[src/rtl/symbol_pacer_fifo_if.sv]
// Bus bundle for symbol_pacer_fifo: AHB-bridge push side, pacing control and DAC writer handshake.
// idle_symbol exists only when SYMBOL_PACER_IDLE_SYMBOL_EN is defined.
interface symbol_pacer_fifo_if #(
   parameter int SYM_W      = 6,
   parameter int DEPTH_LOG2 = 4,
   parameter int PER_W      = 16
);
   logic                  push;
   logic [SYM_W-1:0]      push_data;
   logic                  full;
   logic [DEPTH_LOG2:0]   level;
   logic                  enable;
   logic [PER_W-1:0]      sym_period;
   logic                  clr_underrun;
   logic                  underrun;
   logic [SYM_W-1:0]      symbol;
   logic                  dac_start;
   logic                  dac_ready;
`ifdef SYMBOL_PACER_IDLE_SYMBOL_EN
   logic [SYM_W-1:0]      idle_symbol;

   modport master (
      output push, push_data, enable, sym_period, clr_underrun, dac_ready, idle_symbol,
      input  full, level, underrun, symbol, dac_start
   );
   modport slave (
      input  push, push_data, enable, sym_period, clr_underrun, dac_ready, idle_symbol,
      output full, level, underrun, symbol, dac_start
   );
`else
   modport master (
      output push, push_data, enable, sym_period, clr_underrun, dac_ready,
      input  full, level, underrun, symbol, dac_start
   );
   modport slave (
      input  push, push_data, enable, sym_period, clr_underrun, dac_ready,
      output full, level, underrun, symbol, dac_start
   );
`endif
endinterface

[src/rtl/symbol_pacer_fifo.sv]
// Symbol FIFO that releases one symbol per programmable period to the DAC writer (4-phase start/ready).
// Optional SYMBOL_PACER_IDLE_SYMBOL_EN: on underrun, write idle_symbol to the DAC instead of going silent.
//
// state   | meaning
// IDLE    | waiting for a period tick (or a pending one)
// ISSUE   | pop FIFO head into symbol, raise dac_start
// FILL    | load idle_symbol, raise dac_start (idle-symbol build only)
// START   | dac_start held until the writer drops ready
// BUSY    | waiting for the writer to return ready
module symbol_pacer_fifo #(
   parameter int SYM_W      = 6,
   parameter int DEPTH_LOG2 = 4,
   parameter int PER_W      = 16
) (
   input  logic                  HCLK,
   input  logic                  HRESETn,
   symbol_pacer_fifo_if.slave    bus
);
   localparam int DEPTH = 1 << DEPTH_LOG2;
   localparam int LVL_W = DEPTH_LOG2 + 1;

   typedef enum logic [2:0] {
      S_IDLE,
      S_ISSUE,
      S_FILL,
      S_START,
      S_BUSY
   } state_t;

   state_t              r_state;
   state_t              w_next;
   logic [SYM_W-1:0]    r_mem [DEPTH];
   logic [LVL_W-1:0]    r_wr_ptr;
   logic [LVL_W-1:0]    r_rd_ptr;
   logic [PER_W-1:0]    r_per_cnt;
   logic                r_tick_pend;
   logic                r_underrun;
   logic [SYM_W-1:0]    r_symbol;
   logic                r_dac_start;

   logic [LVL_W-1:0]    w_level;
   logic                w_full;
   logic                w_push_ok;
   logic [PER_W-1:0]    w_reload;
   logic                w_tick;
   logic                w_fire;
   logic                w_pop;
   logic                w_load_head;
   logic                w_underrun_set;
   logic                w_pend_clr;
   logic                w_start_set;
   logic                w_start_clr;
`ifdef SYMBOL_PACER_IDLE_SYMBOL_EN
   logic                w_load_idle;
`endif

   assign w_level   = r_wr_ptr - r_rd_ptr;
   assign w_full    = (w_level == LVL_W'(DEPTH));
   assign w_push_ok = bus.push && !w_full;

   // Periods of 0 and 1 both reload to 0, i.e. a tick every cycle.
   assign w_reload = (bus.sym_period == '0) ? '0 : bus.sym_period - PER_W'(1);
   assign w_tick   = bus.enable && (r_per_cnt == '0);
   assign w_fire   = bus.enable && (w_tick || r_tick_pend);

   always_ff @(posedge HCLK) begin
      if (w_push_ok) begin
         r_mem[r_wr_ptr[DEPTH_LOG2-1:0]] <= bus.push_data;
      end
   end

   always_ff @(posedge HCLK or negedge HRESETn) begin
      if (!HRESETn) begin
         r_wr_ptr <= '0;
         r_rd_ptr <= '0;
      end else begin
         if (w_push_ok) begin
            r_wr_ptr <= r_wr_ptr + LVL_W'(1);
         end
         if (w_pop) begin
            r_rd_ptr <= r_rd_ptr + LVL_W'(1);
         end
      end
   end

   always_ff @(posedge HCLK or negedge HRESETn) begin
      if (!HRESETn) begin
         r_per_cnt <= '0;
      end else if (!bus.enable || (r_per_cnt == '0)) begin
         r_per_cnt <= w_reload;
      end else begin
         r_per_cnt <= r_per_cnt - PER_W'(1);
      end
   end

   // A tick landing while a transfer is in flight must survive an ISSUE clear.
   always_ff @(posedge HCLK or negedge HRESETn) begin
      if (!HRESETn) begin
         r_tick_pend <= 1'b0;
      end else if (!bus.enable) begin
         r_tick_pend <= 1'b0;
      end else if (w_tick && (r_state != S_IDLE)) begin
         r_tick_pend <= 1'b1;
      end else if (w_pend_clr) begin
         r_tick_pend <= 1'b0;
      end
   end

   always_ff @(posedge HCLK or negedge HRESETn) begin
      if (!HRESETn) begin
         r_state <= S_IDLE;
      end else begin
         r_state <= w_next;
      end
   end

   always_comb begin
      w_next         = r_state;
      w_pop          = 1'b0;
      w_load_head    = 1'b0;
      w_underrun_set = 1'b0;
      w_pend_clr     = 1'b0;
      w_start_set    = 1'b0;
      w_start_clr    = 1'b0;
`ifdef SYMBOL_PACER_IDLE_SYMBOL_EN
      w_load_idle    = 1'b0;
`endif
      case (r_state)
         S_IDLE: begin
            if (w_fire) begin
               if (w_level != '0) begin
                  w_next = S_ISSUE;
               end else begin
                  w_underrun_set = 1'b1;
                  w_pend_clr     = 1'b1;
`ifdef SYMBOL_PACER_IDLE_SYMBOL_EN
                  w_next         = S_FILL;
`endif
               end
            end
         end
         S_ISSUE: begin
            w_pop       = 1'b1;
            w_load_head = 1'b1;
            w_start_set = 1'b1;
            w_pend_clr  = 1'b1;
            w_next      = S_START;
         end
`ifdef SYMBOL_PACER_IDLE_SYMBOL_EN
         S_FILL: begin
            w_load_idle = 1'b1;
            w_start_set = 1'b1;
            w_next      = S_START;
         end
`endif
         S_START: begin
            if (!bus.dac_ready) begin
               w_start_clr = 1'b1;
               w_next      = S_BUSY;
            end
         end
         S_BUSY: begin
            if (bus.dac_ready) begin
               w_next = S_IDLE;
            end
         end
         default: w_next = S_IDLE;
      endcase
   end

   always_ff @(posedge HCLK or negedge HRESETn) begin
      if (!HRESETn) begin
         r_symbol    <= '0;
         r_dac_start <= 1'b0;
         r_underrun  <= 1'b0;
      end else begin
         if (w_load_head) begin
            r_symbol <= r_mem[r_rd_ptr[DEPTH_LOG2-1:0]];
         end
`ifdef SYMBOL_PACER_IDLE_SYMBOL_EN
         else if (w_load_idle) begin
            r_symbol <= bus.idle_symbol;
         end
`endif
         if (w_start_set) begin
            r_dac_start <= 1'b1;
         end else if (w_start_clr) begin
            r_dac_start <= 1'b0;
         end
         if (w_underrun_set) begin
            r_underrun <= 1'b1;
         end else if (bus.clr_underrun) begin
            r_underrun <= 1'b0;
         end
      end
   end

   assign bus.full      = w_full;
   assign bus.level     = w_level;
   assign bus.underrun  = r_underrun;
   assign bus.symbol    = r_symbol;
   assign bus.dac_start = r_dac_start;
endmodule

[src/flat_wrapper.sv]
// flat-port wrapper written by rule: the top's interface ports become plain ports
module symbol_pacer_fifo_flat 
#(
   parameter int SYM_W      = 6,
   parameter int DEPTH_LOG2 = 4,
   parameter int PER_W      = 16
)
  (HCLK, HRESETn, bus_push, bus_push_data, bus_enable, bus_sym_period, bus_clr_underrun, bus_dac_ready, bus_full, bus_level, bus_underrun, bus_symbol, bus_dac_start);
  symbol_pacer_fifo_if #(.SYM_W(SYM_W), .DEPTH_LOG2(DEPTH_LOG2), .PER_W(PER_W)) bus_i ();
  input  logic HCLK;
  input  logic HRESETn;
  input wire logic [$bits(bus_i.push)-1:0] bus_push;
  input wire logic [$bits(bus_i.push_data)-1:0] bus_push_data;
  input wire logic [$bits(bus_i.enable)-1:0] bus_enable;
  input wire logic [$bits(bus_i.sym_period)-1:0] bus_sym_period;
  input wire logic [$bits(bus_i.clr_underrun)-1:0] bus_clr_underrun;
  input wire logic [$bits(bus_i.dac_ready)-1:0] bus_dac_ready;
  output wire logic [$bits(bus_i.full)-1:0] bus_full;
  output wire logic [$bits(bus_i.level)-1:0] bus_level;
  output wire logic [$bits(bus_i.underrun)-1:0] bus_underrun;
  output wire logic [$bits(bus_i.symbol)-1:0] bus_symbol;
  output wire logic [$bits(bus_i.dac_start)-1:0] bus_dac_start;
  assign bus_i.push = bus_push;
  assign bus_i.push_data = bus_push_data;
  assign bus_i.enable = bus_enable;
  assign bus_i.sym_period = bus_sym_period;
  assign bus_i.clr_underrun = bus_clr_underrun;
  assign bus_i.dac_ready = bus_dac_ready;
  assign bus_full = bus_i.full;
  assign bus_level = bus_i.level;
  assign bus_underrun = bus_i.underrun;
  assign bus_symbol = bus_i.symbol;
  assign bus_dac_start = bus_i.dac_start;
  symbol_pacer_fifo #(.SYM_W(SYM_W), .DEPTH_LOG2(DEPTH_LOG2), .PER_W(PER_W)) u_core (.HCLK(HCLK), .HRESETn(HRESETn), .bus(bus_i));
endmodule
[config.mk]
export PLATFORM = sky130hd
export DESIGN_NAME = symbol_pacer_fifo_flat
export DESIGN_NICKNAME = d
export VERILOG_FILES = /design/src/rtl/symbol_pacer_fifo_if.sv /design/src/rtl/symbol_pacer_fifo.sv /design/src/flat_wrapper.sv
export SDC_FILE = /design/constraint.sdc
export NUM_CORES = 1
export LEC_CHECK = 0
export ABC_AREA = 1
export CORE_UTILIZATION = 41
export DETAILED_ROUTE_END_ITERATION = 16
export SYNTH_ARGS = -nofsm -noshare
export SYNTH_HDL_FRONTEND = slang
export SYNTH_SLANG_ARGS = --single-unit
[constraint.sdc]
create_clock -name HCLK -period 3.5 [get_ports HCLK]
set_input_delay 0.525 -clock HCLK [delete_from_list [all_inputs] [get_ports HCLK]]
set_output_delay 0.525 -clock HCLK [all_outputs]
set_load 0.02 [all_outputs]
==> summary.txt <==
Outcome
  • Outcome: finished clean

GRT
  • GR Overflow Total: 0
  • Vias in the first global route: 4669
  • Initial antenna violation count: 0
  • First-pass GRT wire length: 24.12 mm
  • GR Util All Layers: 19.76%
  • Largest net degree at the start of global routing: 53

Routing
  • Routed WL: 14.92 mm
  • 1st-iter DRT viols: 404
  • Mean routed wirelength per cell: 15.79 um
  • Post-route ant nets: 0
  • DRC Markers: 0
  • Vias: 4801
  • DR vias/cell: 5.080
  • Drt pass-1 iters: 5

Power and ir drop
  • VDD IR max: 0.0003884 V
  • Power Total: 6.114 mW
  • Leakage: 3.112 nW
  • Pwr dens: 779.6 mW/mm^2

CTS
  • Num CTS Buffers: 17
  • Clock H-tree levels: 4
  • Hold_buf cts: 0
  • Clk root buf: clkbuf_16
  • Clock Tree Buf Depth: 2
  • Clock latency on the worst-skew pair: 0.42 ns
  • CTS sink cnt: 134
  • Post-CTS Setup Inserts: 0
  • TritonCTS clock tree: built
  • Clk pin slew, worst setup/hold paths: 0.06 ns

STA
  • Final Hold Viols: 0
  • Fin crit share: 90.39%
  • Setup Skew: 0.005753 ns
  • Achievable Freq: 316.1 MHz
  • Setup violations, final: 0
  • Setup repair after global routing missed its margin: false
  • Worst slew margin relative to its limit: 40.55%
  • Max-slew violation count: 0
  • Period minus WS final: 3.164 ns
  • Final WS setup: 0.3364 ns
  • Tightest Pin Transition: 0.8918 ns
  • Setup TNS: 0 ns

Synthesis
  • Syn Area/Cell: 9.883 um^2
  • Largest area contributor in the netlist: edfxtp_1
  • Syn Inst Count: 663
  • Top cells by area, synth: edfxtp_1, dfrtp_1, nor2_1, nand2_1, o21ai_0
  • Yosys warns: 0
  • Mapped cell area: 0.006553 mm^2
  • Syn_nets: 705
  • Top-area cell type share of the netlist area: 43.99%
  • Post-synthesis sequential area ratio: 58.51%
  • FF+latch count, synth: 134
  • Yosys cell types: 31

Setup path
  • R2r worst-path depth: 13
  • Critical path's slowest cell: clkdlybuf4s50_1
  • FF-to-FF setup slack: 0.73 ns
  • R2r endpoint: u_core.r_mem[13][2]
  • Critical Path End Type: primary output
  • Worst-path cell chain: inv_1 -> ha_1 -> inv_1 -> fa_1 -> nand3_1 -> nand3_1 -> nand2_1 -> clkdlybuf4s50_1
  • Crit Path Category: reg2out
  • WP buf/inv: 3
  • Crit path largest cell delay: 0.64 ns
  • R2r startpoint: u_core.r_wr_ptr[0]
  • Worst Path Arrival: 2.64 ns
  • Crit path launch: u_core.r_wr_ptr[0]
  • Worst-path maximum fanout: 5
  • Worst endpoint required time: 2.97 ns
  • CP top delay family: buffers and inverters
  • Startpoint types: flop

Placed design
  • Post-DP HPWL: 10.34 mm
  • Port Buffers: 41
  • Gpl congestion: 0.8499
  • Setup slack at placement: 0.5678 ns
  • Placed instance count: 913

Floorplan
  • Initial core utilization: 42.47%
  • Ports: 42
  • Row count: 45
  • Die Y: 128.4 um
  • Die Width: 128.4 um
  • DIE AREA: 0.01649 mm^2
  • Core box area: 0.01543 mm^2

Finish
  • Post-layout util: 50.84%
  • Share of cells above drive strength 1: 11.85%
  • Fin cells: 945
  • Area growth syn-to-layout: 19.69%
  • Nets: 763
  • Diode count: 0

Hold path
  • HP Class: in2async

Job
  • Max_cap viols: 0
==> how the worst max path moves through the flow <==
stage / slack [ns] / endpoint / cells after the start
final: 0.34 / bus_level[4] / 8
after global placement: 0.63 / bus_full / 10
after floorplan: 0.79 / u_core.r_mem[13][0] / 12
after detailed placement: 0.57 / bus_full / 10
after CTS: 0.10 / bus_full / 10
after global routing: 0.17 / bus_level[4] / 8
==> cell families after synthesis <==
kind of cell               share of synthesized area (%)
AOI/OAI and AO/OA                                  9.146
and+or+nand+nor                                    20.49
DFF                                                58.51
buffers and inverters                              5.327
adders and majority gates                          2.788
xor gates and xnor gates                           3.743
==> cell usage in the layout (no fill, tap or decap), types with 3 or more instances in the layout <==
master and count:
nand2_2 5, clkbuf_16 17, o22ai_2 5, o21ai_2 5, inv_6 5, dfrtp_1 37
clkdlybuf4s50_1 39, a21boi_1 6, edfxtp_1 96, nor3_1 19, xnor2_1 9, nand3_1 36
clkinv_1 3, o211ai_1 12, bufinv_16 3, xor2_1 19, nand4_1 6, nand2_1 105
nor2_1 119, buf_4 20, o21ai_0 59, inv_1 54, nor2_4 3, nor2_2 5
ha_1 13, a21oi_1 11, or2_2 8
==> layer usage <==
metal	wire (um)	global-route usage, %	vias up
li1	-	-	2345
met5	0	0	-
met4	419	9.896	0
met2	7074	31.38	126
met1	6720	25.50	2299
met3	706	4.532	31
==> sequential cells by signal, indices dropped and copies added (netlist names) <==
| name | flops |
|---|---|
| u_core.r_wr_ptr | 5 |
| u_core.r_tick_pend | 1 |
| u_core.r_state | 3 |
| u_core.r_mem | 96 |
| u_core.bus.symbol | 6 |
| u_core.r_rd_ptr | 5 |
| u_core.bus.underrun | 1 |
| u_core.bus.dac_start | 1 |
| u_core.r_per_cnt | 16 |
==> where the power goes <==
part | internal (mW) | switching, mW | total, mW
Combinational | 0.805 | 1.43 | 2.23
Clock | 1.13 | 0.677 | 1.80
Sequential | 1.94 | 0.138 | 2.08
Total | 3.87 | 2.24 | 6.11
==> metrics by stage <==
stage | area, um^2 | hold WS (ns)
4_1_cts | 7839 | 0.2599
3_5_place_dp | 7237 | 0.4915
2_1_floorplan | 6553 | 0.2294
3_3_place_gp | 7237 | 0.4831
6_report | 7843 | 0.2302
5_1_grt | 7843 | 0.3074
==> area by class of cell <==
type	instances	area, um^2
fill	1411	7585
sequential	134	3835
multi-input combinational	450	2370
timing repair buffer	61	558.0
clock buffer	18	429.2
tap	211	264.0
inverter	57	214.0
clock inverter	14	172.7
==> cells in the mapped netlist <==
| cell | n |
|---|---|
| dfrtp_1 | 38 |
| a21boi_1 | 6 |
| o211ai_1 | 12 |
| clkinv_1 | 2 |
| edfxtp_1 | 96 |
| nand4_1 | 6 |
| nand2_4 | 2 |
| xnor2_1 | 9 |
| clkbuf_1 | 5 |
| nor2_2 | 5 |
| buf_6 | 3 |
| nor2_1 | 119 |
| buf_4 | 5 |
| nor3_1 | 19 |
| or2_2 | 8 |
| ha_1 | 13 |
| o22ai_2 | 5 |
| fa_1 | 1 |
| nand2_8 | 1 |
| xor2_1 | 19 |
| a21o_1 | 1 |
| inv_2 | 1 |
| nand3_1 | 36 |
| inv_1 | 54 |
| o21ai_0 | 59 |
| nor2_4 | 3 |
| buf_2 | 9 |
| a21oi_1 | 11 |
| nand2_1 | 105 |
| o21ai_2 | 5 |
| nand2_2 | 5 |
==> repair_timing <==
item | in CTS | in global routing
setup endpoints to repair | 0 | 1
endpoints found under the hold margin | 0 | 0
gates resized for setup | 0 | 2
Power figures use the tool's default switching activity.
